[src/rtl/coproc_io_master_if.sv]
// coproc_io_master_if: command/response handshake bundle for coproc_io_master.
interface coproc_io_master_if #(
   parameter int N = 64
);
   logic          cmd_valid;
   logic          cmd_ready;
   logic [2:0]    cmd_op;
   logic [14:0]   cmd_addr;
   logic [N-1:0]  cmd_wdata;
   logic          rsp_valid;
   logic          rsp_ready;
   logic [N-1:0]  rsp_data;
   logic          rsp_err;
   modport master (
      output cmd_valid, cmd_op, cmd_addr, cmd_wdata, rsp_ready,
      input  cmd_ready, rsp_valid, rsp_data, rsp_err
   );
   modport slave (
      input  cmd_valid, cmd_op, cmd_addr, cmd_wdata, rsp_ready,
      output cmd_ready, rsp_valid, rsp_data, rsp_err
   );
endinterface

[src/rtl/coproc_io_master.sv]
// coproc_io_master: command-driven register/CSR access master that halts a coprocessor core.
// Optional halt watchdog enabled by defining COPROC_HALT_WDT_EN.
module coproc_io_master #(
   parameter int N          = 64,
   parameter int WDT_CYCLES = 65535
) (
   input  logic              clk,
   input  logic              reset_n,
   coproc_io_master_if.slave bus,
   output logic              halted,
   output logic [14:0]       coprocessorIOAddr,
   output logic [4:0]        coprocessorIOControl,
   output logic [N-1:0]      coprocessorIODataOut,
   input  logic [N-1:0]      coprocessorIODataIn
);
   localparam logic [1:0] IDLE   = 2'd0;
   localparam logic [1:0] ISSUE  = 2'd1;
   localparam logic [1:0] SAMPLE = 2'd2;
   localparam logic [1:0] RESP   = 2'd3;
   localparam logic [2:0] OP_NOP    = 3'd0;
   localparam logic [2:0] OP_HALT   = 3'd1;
   localparam logic [2:0] OP_RESUME = 3'd2;
   localparam logic [2:0] OP_RD_REG = 3'd3;
   localparam logic [2:0] OP_WR_REG = 3'd4;
   localparam logic [2:0] OP_RD_CSR = 3'd5;
   localparam logic [2:0] OP_WR_CSR = 3'd6;
   logic [1:0]   state;
   logic [2:0]   op;
   logic         access;
   logic [N-1:0] rsp_data_q;
   logic         rsp_err_q;
   logic         accept, cmd_access, cmd_wr, is_rd, is_csr, wdt_expire;
   assign accept     = state == IDLE && bus.cmd_valid;
   assign cmd_access = bus.cmd_op inside {OP_RD_REG, OP_WR_REG, OP_RD_CSR, OP_WR_CSR};
   assign cmd_wr     = bus.cmd_op == OP_WR_REG || bus.cmd_op == OP_WR_CSR;
   assign is_rd      = op == OP_RD_REG || op == OP_RD_CSR;
   assign is_csr     = op == OP_RD_CSR || op == OP_WR_CSR;
   assign bus.cmd_ready = state == IDLE;
   assign bus.rsp_valid = state == RESP;
   assign bus.rsp_data  = rsp_data_q;
   assign bus.rsp_err   = rsp_err_q;
   // bit [1] mirrors halted in every state so any non-zero control freezes the core PC
   always_comb
      coprocessorIOControl = (state == ISSUE && access) ? {1'b0, is_csr, is_rd, halted, !is_rd} :
                             (state == SAMPLE)          ? {1'b0, is_csr, 1'b1, halted, 1'b0} :
                                                          {3'b000, halted, 1'b0};
`ifdef COPROC_HALT_WDT_EN
   localparam int WW = $clog2(WDT_CYCLES + 1);
   logic [WW-1:0] wdt_cnt;
   always_ff @(posedge clk or negedge reset_n)
      if (!reset_n)
         wdt_cnt <= '0;
      else
         wdt_cnt <= (!halted || state != IDLE || bus.cmd_valid) ? '0 : wdt_cnt + 1'b1;
   assign wdt_expire = halted && state == IDLE && !bus.cmd_valid && wdt_cnt == WW'(WDT_CYCLES - 1);
`else
   assign wdt_expire = WDT_CYCLES < 0;
`endif
   always_ff @(posedge clk or negedge reset_n)
      if (!reset_n) begin
         state                <= IDLE;
         op                   <= OP_NOP;
         access               <= 1'b0;
         halted               <= 1'b0;
         rsp_data_q           <= '0;
         rsp_err_q            <= 1'b0;
         coprocessorIOAddr    <= '0;
         coprocessorIODataOut <= '0;
      end else
         case (state)
            IDLE: begin
               if (wdt_expire)
                  halted <= 1'b0;
               if (accept) begin
                  state  <= ISSUE;
                  op     <= bus.cmd_op;
                  access <= cmd_access && halted;
                  if (cmd_access && halted)
                     coprocessorIOAddr <= bus.cmd_addr;
                  if (cmd_wr && halted)
                     coprocessorIODataOut <= bus.cmd_wdata;
               end
            end
            ISSUE: begin
               state      <= (access && is_rd) ? SAMPLE : RESP;
               rsp_data_q <= '0;
               rsp_err_q  <= !(access || op <= OP_RESUME);
               halted     <= op == OP_HALT ? 1'b1 : op == OP_RESUME ? 1'b0 : halted;
            end
            SAMPLE: begin
               state      <= RESP;
               rsp_data_q <= coprocessorIODataIn;
            end
            default:
               if (bus.rsp_ready)
                  state <= IDLE;
         endcase
endmodule

[src/flat_wrapper.sv]
// flat-port wrapper written by rule: the top's interface ports become plain ports
module coproc_io_master_flat 
#(
   parameter int N          = 64,
   parameter int WDT_CYCLES = 65535
)
  (clk, reset_n, halted, coprocessorIOAddr, coprocessorIOControl, coprocessorIODataOut, coprocessorIODataIn, bus_cmd_valid, bus_cmd_op, bus_cmd_addr, bus_cmd_wdata, bus_rsp_ready, bus_cmd_ready, bus_rsp_valid, bus_rsp_data, bus_rsp_err);
  coproc_io_master_if #(.N(N)) bus_i ();
  input  logic clk;
  input  logic reset_n;
  output logic halted;
  output logic [14:0] coprocessorIOAddr;
  output logic [4:0] coprocessorIOControl;
  output logic [N-1:0] coprocessorIODataOut;
  input  logic [N-1:0] coprocessorIODataIn;
  input wire logic [$bits(bus_i.cmd_valid)-1:0] bus_cmd_valid;
  input wire logic [$bits(bus_i.cmd_op)-1:0] bus_cmd_op;
  input wire logic [$bits(bus_i.cmd_addr)-1:0] bus_cmd_addr;
  input wire logic [$bits(bus_i.cmd_wdata)-1:0] bus_cmd_wdata;
  input wire logic [$bits(bus_i.rsp_ready)-1:0] bus_rsp_ready;
  output wire logic [$bits(bus_i.cmd_ready)-1:0] bus_cmd_ready;
  output wire logic [$bits(bus_i.rsp_valid)-1:0] bus_rsp_valid;
  output wire logic [$bits(bus_i.rsp_data)-1:0] bus_rsp_data;
  output wire logic [$bits(bus_i.rsp_err)-1:0] bus_rsp_err;
  assign bus_i.cmd_valid = bus_cmd_valid;
  assign bus_i.cmd_op = bus_cmd_op;
  assign bus_i.cmd_addr = bus_cmd_addr;
  assign bus_i.cmd_wdata = bus_cmd_wdata;
  assign bus_i.rsp_ready = bus_rsp_ready;
  assign bus_cmd_ready = bus_i.cmd_ready;
  assign bus_rsp_valid = bus_i.rsp_valid;
  assign bus_rsp_data = bus_i.rsp_data;
  assign bus_rsp_err = bus_i.rsp_err;
  coproc_io_master #(.N(N), .WDT_CYCLES(WDT_CYCLES)) u_core (.clk(clk), .reset_n(reset_n), .bus(bus_i), .halted(halted), .coprocessorIOAddr(coprocessorIOAddr), .coprocessorIOControl(coprocessorIOControl), .coprocessorIODataOut(coprocessorIODataOut), .coprocessorIODataIn(coprocessorIODataIn));
endmodule
[config.mk]
export PLATFORM = sky130hd
export DESIGN_NAME = coproc_io_master_flat
export DESIGN_NICKNAME = d
export VERILOG_FILES = /design/src/rtl/coproc_io_master_if.sv /design/src/rtl/coproc_io_master.sv /design/src/flat_wrapper.sv
export SDC_FILE = /design/constraint.sdc
export NUM_CORES = 1
export LEC_CHECK = 0
export ABC_AREA = 1
export CAP_MARGIN = 30
export CORE_ASPECT_RATIO = 1.75
export CORE_MARGIN = 4
export CORE_UTILIZATION = 30
export CTS_BUF_LIST = sky130_fd_sc_hd__clkbuf_8
export CTS_CLUSTER_DIAMETER = 100
export DETAILED_ROUTE_END_ITERATION = 7
export HOLD_SLACK_MARGIN = 0.02
export PLACE_DENSITY_LB_ADDON = 0.05
export SYNTH_ARGS = -nofsm -noshare
export SYNTH_HDL_FRONTEND = slang
export SYNTH_SLANG_ARGS = --single-unit
[constraint.sdc]
create_clock -name clk -period 1.4 [get_ports clk]
set_input_delay 0.21 -clock clk [delete_from_list [all_inputs] [get_ports clk]]
set_output_delay 0.21 -clock clk [all_outputs]
set_load 0.005 [all_outputs]
==> flow_metrics.env, run 1 <==
export IMPL_grt_pass1_vias=5998
export IMPL_worst_endpoint_arrival_ns=2.08
export IMPL_leakagePower_nw=6.27
export IMPL_hold_path_class="input pin to asynchronous set/reset pin"
export IMPL_antenna_found_initial=1
export IMPL_clock_latency_ns=0.45
export IMPL_wl_um=23800
export IMPL_ir_drop_uv=1250
export IMPL_critPathTopFamily="buffers and inverters"
export IMPL_num_rows=70
export IMPL_place_area_sq_um=9880
export IMPL_die_area_sq_um=23800
export IMPL_dieHeight_um=201
export IMPL_worst_setup_path_end_kind="register"
export IMPL_dr_total_vias=5882
export IMPL_cts_tree="done"
export IMPL_die_w_um=118
export IMPL_cts_buffer_depth=2
export IMPL_setup_viol_count_final=151
export IMPL_cp_data_required_time_ns=1.73
export IMPL_nFillCells=1965
export IMPL_skew_ns=0.0154
export IMPL_path_class="register to register"
export IMPL_slowest_delay_ns=0.44
export IMPL_grt_max_degree=38
export IMPL_grt_overflow=0
export IMPL_drive_above_1_share_pct=25.4
export IMPL_rsz0062_at_grt="true"
export IMPL_cp_cell_sequence="inv_2 > buf_4 > ha_4 > nand2_4 > nor2_4 > nand3_4 > buf_6 > clkbuf_16 > nand2_1 > o21ai_2"
export IMPL_power_density_nw_per_um2=2220
export IMPL_pre_cts_ws_ns=-0.254
export IMPL_yosys_area_top_type="dfrtp_1"
export IMPL_drc=0
export IMPL_root_buffer="clkbuf_8"
export IMPL_finalCritPeriodShare_pct=125
export IMPL_clk_pin_slew_worst_paths_ns=0.09
export IMPL_outcome="complete, but fails checks"
export IMPL_min_period_ns=1.75
export IMPL_synth_seq_cells=151
export IMPL_syn_to_final_growth_pct=81.4
export IMPL_dp_hpwl_um=15000
export IMPL_grt_pass1_wl_um=35400
export IMPL_port_buffers=300
export IMPL_worst_hold_slack_ns=0.213
export IMPL_seq_area_frac_synth_pct=59.0
export IMPL_crit_path_top_delay_cell="dfrtp_1"
export IMPL_num_nets_final=1212
export IMPL_yosys_top_cells_area="dfrtp_1 (59%), nand2_1 (13%), o21ai_2 (8.8%), nand3_1 (5.3%), inv_1 (5.3%)"
export IMPL_syn_cell_area_sq_um=6400
export IMPL_dpl_cell_count=1226
export IMPL_start_util_pct=30.6
export IMPL_hold_violations=0
export IMPL_violations="negative setup slack"
export IMPL_synth_cell_types=23
export IMPL_ios=302
export IMPL_cp_num_buf_inv=4
export IMPL_cts_sinks=151
export IMPL_cap_viol_max_count=0
export IMPL_cts_buffers=17
export IMPL_start_kind="register"
export IMPL_syn_inst=683
export IMPL_stdcell_count=1322
export IMPL_grt_usage_pct=19.3
export IMPL_coreArea_sq_um=20900
export IMPL_drv_slew=0
export IMPL_worst_path_max_fanout=8
export IMPL_ys_warnings_count=0
export IMPL_fmaxAchievable_mhz=571
export IMPL_viasPerCell=4.45
export IMPL_setup_slack_ns=-0.350
export IMPL_firstDrtPassIters=4
export IMPL_postRouteAntennaNets=0
export IMPL_final_cell_area_sq_um=11600
export IMPL_cts_max_level=4
export IMPL_wl_per_cell_um=18.0
export IMPL_avgSynthCellArea_sq_um=9.38
export IMPL_place_congestion=0.735
export IMPL_yosysTopAreaCellShare_pct=59.0
export IMPL_synthesis_nets=838
export IMPL_drt_iter0_markers=276
per-stage QoR:
stage,setup TNS [ns],utilization [%],total power [mW]
finish,-36.61,55.5,25.7
global route,-45.51,55.5,27.3
CTS,-36.27,53.0,24.8
detailed placement,-16.23,47.2,17.7
global placement,-14.38,47.2,17.7
floorplan,-0.255,-,11.3
layout make-up:
class,count,area (sq um),share of cell area (%)
Sequential cell,151,3780,32.5
Tap cell,252,315,2.71
Inverter,90,354,3.05
Clock buffer,19,262,2.25
Timing Repair Buffer,395,4360,37.5
Clock inverter,12,209,1.80
Multi-Input combinational cell,402,2330,20.1
Antenna cell,1,2.50,0.0215
state kept, by name, indices dropped and copies added (netlist names):
signal	flops
u_core.access	1
u_core.halted	1
u_core.coprocessorIOAddr	15
u_core.coprocessorIODataOut	64
u_core.op	3
u_core.state	2
u_core.bus.rsp_data	64
u_core.bus.rsp_err	1
path summary, 6_finish.rpt:
check,startpoint,to,slack (ns),cells past startpoint
max,u_core.state[0],u_core.coprocessorIODataOut[42],-0.35,10
min,reset_n,u_core.bus.rsp_data[58],0.21,2
max in group asynchronous,reset_n,u_core.coprocessorIODataOut[33],0.65,3
min reg2reg,u_core.bus.rsp_data[19],u_core.bus.rsp_data[19],0.47,2
max reg2reg,u_core.state[0],u_core.coprocessorIODataOut[42],-0.35,10
min in group clk,bus_cmd_addr[14],u_core.coprocessorIOAddr[14],0.29,3
worst reg2reg max path, stage by stage, from the launching register on:
cell and delay [ns]:
dfrtp_1 0.44, inv_2 0.10, buf_4 0.12, ha_4 0.15, nand2_4 0.07, nor2_4 0.14, nand3_4 0.14, buf_6 0.19
clkbuf_16 0.17, nand2_1 0.07, o21ai_2 0.05
synthesized netlist by cell type:
library cell	count
o21ai_2	64
nand3_1	68
nand2_2	1
buf_6	14
xnor2_1	1
buf_2	5
nor2_1	5
dfrtp_1	151
nor2_4	1
conb_1	1
clkbuf_1	9
inv_1	90
buf_4	2
nor3_1	1
a21oi_1	3
nand3_2	1
o31ai_1	1
a31oi_1	1
and2_1	1
o21ai_0	20
ha_1	5
nand2_1	228
buf_1	10
power breakdown:
group          leakage (nW)  switching, mW  internal [mW]
clock network         0.251           1.67           2.37
registers              1.99          0.989           6.24
logic                  4.03           6.47           8.02
total                  6.27           9.12           16.6
cell families (layout without fill, tap and decap cells):
family                   count (synthesis)  in the layout  share of synthesized area (%)
AND/OR/NAND/NOR                        306            306                           19.6
flip-flops                             151            151                           59.0
buffers and inverters                  130            516                           9.48
AO/OA/AOI/OAI                           89             89                           10.8
adder cells (fa/ha/maj)                  5              5                          0.977
other                                    1              2                         0.0586
XOR/XNOR                                 1              1                          0.137
placed cells by master (no fill, tap or decap), types with 2 or more instances in the layout:
cell type        Yosys  final
a21oi_2              0      2
buf_12               0     14
buf_16               0     21
buf_2                5      4
buf_4                2     37
buf_6               14     10
buf_8                0      5
bufinv_16            0      6
clkbuf_16            0      9
clkbuf_8             0     19
clkdlybuf4s15_1      0      2
clkdlybuf4s50_1      0    148
dfrtp_1            151    150
dlygate4sd2_1        0    142
ha_1                 5      2
ha_4                 0      3
inv_1               90     91
inv_2                0      2
nand2_1            228    195
nand2_2              1     33
nand3_1             68     37
nand3_2              1     30
nand3_4              0      2
nor2_1               5      4
nor2_4               1      2
o21ai_0             20     12
o21ai_1              0      8
o21ai_2             64     64
metal layers:
| metal | wire, um | track usage, % | vias to the layer above |
|---|---|---|---|
| met1 | 8700 | 20.8 | 2788 |
| met4 | 538 | 7.29 | 0 |
| li1 | - | - | 2875 |
| met5 | 0 | 0 | - |
| met2 | 13200 | 35.9 | 192 |
| met3 | 1360 | 5.03 | 27 |
what timing repair did:
item,4_1_cts,5_1_grt
pin swaps,5,34
endpoints found under the setup margin,260,157
hold buffers,1,0
cloned,18,12
resized for setup,240,66
hold endpoints to repair,151,0
setup buffers,29,8
(Power assumes the default switching activity.)
==> run 2, diff against run 1 <==
--- a/config.mk
+++ b/config.mk
@@ -7,7 +7,6 @@
 export LEC_CHECK = 0
 export ABC_AREA = 1
 export CAP_MARGIN = 30
-export CORE_ASPECT_RATIO = 1.75
 export CORE_MARGIN = 4
 export CORE_UTILIZATION = 30
 export CTS_BUF_LIST = sky130_fd_sc_hd__clkbuf_8
==> constraint.sdc (replaced) <==
create_clock -name clk -period 1.4 [get_ports clk]
set_input_delay 0.14 -clock clk [delete_from_list [all_inputs] [get_ports clk]]
set_output_delay 0.14 -clock clk [all_outputs]
set_load 0.005 [all_outputs]
==> flow_metrics.env, run 2 (synthesis results as in run 1) <==
export IMPL_outcome="complete, but fails checks"
export IMPL_violations="negative setup slack"
export IMPL_wl_per_cell_um=16.6
export IMPL_slowest_delay_ns=0.44
export IMPL_cts_sinks=151
export IMPL_min_period_ns=1.62
export IMPL_leakagePower_nw=6.09
export IMPL_power_mw=24.9
export IMPL_power_density_nw_per_um2=2180
export IMPL_path_class="register to register"
export IMPL_grt_overflow=0
export IMPL_finalCritPeriodShare_pct=116
export IMPL_stdcell_count=1330
export IMPL_drv_slew=0
export IMPL_cap_viol_max_count=0
export IMPL_die_area_sq_um=23700
export IMPL_viasPerCell=4.35
export IMPL_cp_num_buf_inv=4
export IMPL_setup_slack_ns=-0.221
export IMPL_port_buffers=300
export IMPL_cp_data_required_time_ns=1.72
export IMPL_cts_tree="done"
export IMPL_coreArea_sq_um=21000
export IMPL_root_buffer="clkbuf_8"
export IMPL_start_util_pct=30.5
export IMPL_wl_um=22100
export IMPL_place_congestion=0.773
export IMPL_ios=302
export IMPL_fmaxAchievable_mhz=617
export IMPL_dp_hpwl_um=13800
export IMPL_syn_to_final_growth_pct=78.7
export IMPL_clock_latency_ns=0.44
export IMPL_drive_above_1_share_pct=26.7
export IMPL_final_common_cell="nand2_1"
export IMPL_grt_pass1_vias=5600
export IMPL_dieHeight_um=154
export IMPL_cts_max_level=4
export IMPL_dr_total_vias=5789
export IMPL_drc=0
export IMPL_worst_endpoint_arrival_ns=1.94
export IMPL_postRouteAntennaNets=0
export IMPL_hold_path_class="input pin to asynchronous set/reset pin"
export IMPL_worst_hold_slack_ns=0.114
export IMPL_ir_drop_uv=939
export IMPL_start_kind="register"
export IMPL_cts_buffers=17
export IMPL_n_antenna_cell=0
export IMPL_dpl_cell_count=1249
export IMPL_cts_buffer_depth=2
export IMPL_drt_iter0_markers=241
export IMPL_num_nets_final=1199
export IMPL_hold_violations=0
export IMPL_grt_max_degree=70
export IMPL_antenna_found_initial=0
export IMPL_num_rows=53
export IMPL_clk_pin_slew_worst_paths_ns=0.09
export IMPL_cp_cell_sequence="inv_2 > buf_6 > ha_4 > nand2_4 > nor2_4 > nand3_4 > buf_12 > clkbuf_16 > nand2_1 > o21ai_2"
export IMPL_die_w_um=154
export IMPL_worst_path_max_fanout=17
export IMPL_nFillCells=1971
export IMPL_setup_tns_ns=-20.51
export IMPL_firstDrtPassIters=4
export IMPL_worst_setup_path_end_kind="register"
export IMPL_final_cell_mix="nand2_1 (179), dfrtp_1 (149), clkdlybuf4s50_1 (148)"
export IMPL_skew_ns=0.0142
export IMPL_pre_cts_ws_ns=-0.222
export IMPL_grt_usage_pct=17.1
export IMPL_critPathTopFamily="buffers and inverters"
export IMPL_crit_path_top_delay_cell="dfrtp_2"
export IMPL_grt_pass1_wl_um=32100
export IMPL_setup_viol_count_final=150
export IMPL_rsz0062_at_grt="true"
==> run 2: cell types whose count changed in the layout (fill, tap and decap cells not counted), sizes merged <==
cell and delta:
clkbuf -2, bufinv -5, diode -1, dlygate4sd2 +4, clkinvlp +2, inv -2, buf -13, bufbuf -1
clkinv +5, clkdlybuf4s15 -2
==> run 2: worst paths after layout <==
check	endpoint	start	cells past startpoint	slack (ns)
min in group clk	u_core.coprocessorIOAddr[14]	bus_cmd_addr[14]	3	0.23
worst max-delay path	u_core.coprocessorIODataOut[63]	u_core.state[0]	10	-0.22
worst min register to register	u_core.bus.rsp_data[3]	u_core.bus.rsp_data[3]	2	0.47
worst max register to register	u_core.coprocessorIODataOut[63]	u_core.state[0]	10	-0.22
worst min-delay path	u_core.bus.rsp_data[19]	reset_n	2	0.11
max in group asynchronous	u_core.coprocessorIODataOut[43]	reset_n	3	0.73
==> run 2: worst register-to-register path, delay by kind of cell (launching register included) <==
kind / cells / cell delay, ns
buffers and inverters: 4 / 0.55
DFF: 1 / 0.44
and+or+nand+nor: 4 / 0.35
adders and majority gates: 1 / 0.13
AOI/OAI and AO/OA: 1 / 0.05
==> run 2: power by group <==
part | internal [mW] | total [mW] | leakage [nW] | switching [mW]
combinational | 8.01 | 14.4 | 3.92 | 6.42
clock | 1.43 | 3.11 | 0.182 | 1.67
sequential | 6.24 | 7.35 | 1.99 | 1.11
==> run 2: area by class of cell <==
cell class / count / area [sq um] / share of cell area [%]
Clock inverter: 12 / 108 / 0.941
Timing Repair Buffer: 382 / 4140 / 36.2
Inverter: 90 / 354 / 3.09
Sequential cell: 151 / 3780 / 33.0
Multi-Input combinational cell: 402 / 2470 / 21.6
Clock buffer: 18 / 248 / 2.17
Tap cell: 275 / 344 / 3.01
==> run 2: stage by stage <==
stage | utilization, % | area (sq um)
6_report | 54.4 | 11400
3_5_place_dp | 46.9 | 9860
5_1_grt | 54.4 | 11400
4_1_cts | 51.8 | 10900
2_1_floorplan | - | 6420
3_3_place_gp | 46.9 | 9860
==> run 2: what timing repair did <==
action | in CTS | in global routing
pin swaps | 35 | 16
endpoints found under the setup margin | 280 | 151
hold buffers | 1 | 0
endpoints found under the hold margin | 151 | 0
buffers inserted | 19 | 11
gates resized for setup | 271 | 67
gates cloned | 14 | 11
==> run 2: per-layer routing <==
metal  track usage (%)  wire length [um]  vias up
met5                 0                 0        -
met4              3.66                84        0
met3              5.94              1670        7
met2              27.8             10500      189
met1              22.2              9790     2738
li1                  -                 -     2855
==> run 3, diff against run 2 <==
--- a/config.mk
+++ b/config.mk
@@ -12,7 +12,6 @@
 export CTS_BUF_LIST = sky130_fd_sc_hd__clkbuf_8
 export CTS_CLUSTER_DIAMETER = 100
 export DETAILED_ROUTE_END_ITERATION = 7
-export HOLD_SLACK_MARGIN = 0.02
 export PLACE_DENSITY_LB_ADDON = 0.05
 export SYNTH_ARGS = -nofsm -noshare
 export SYNTH_HDL_FRONTEND = slang
==> results of run 3 <==
Final layout, timing and power as in run 2 (identical DEF).
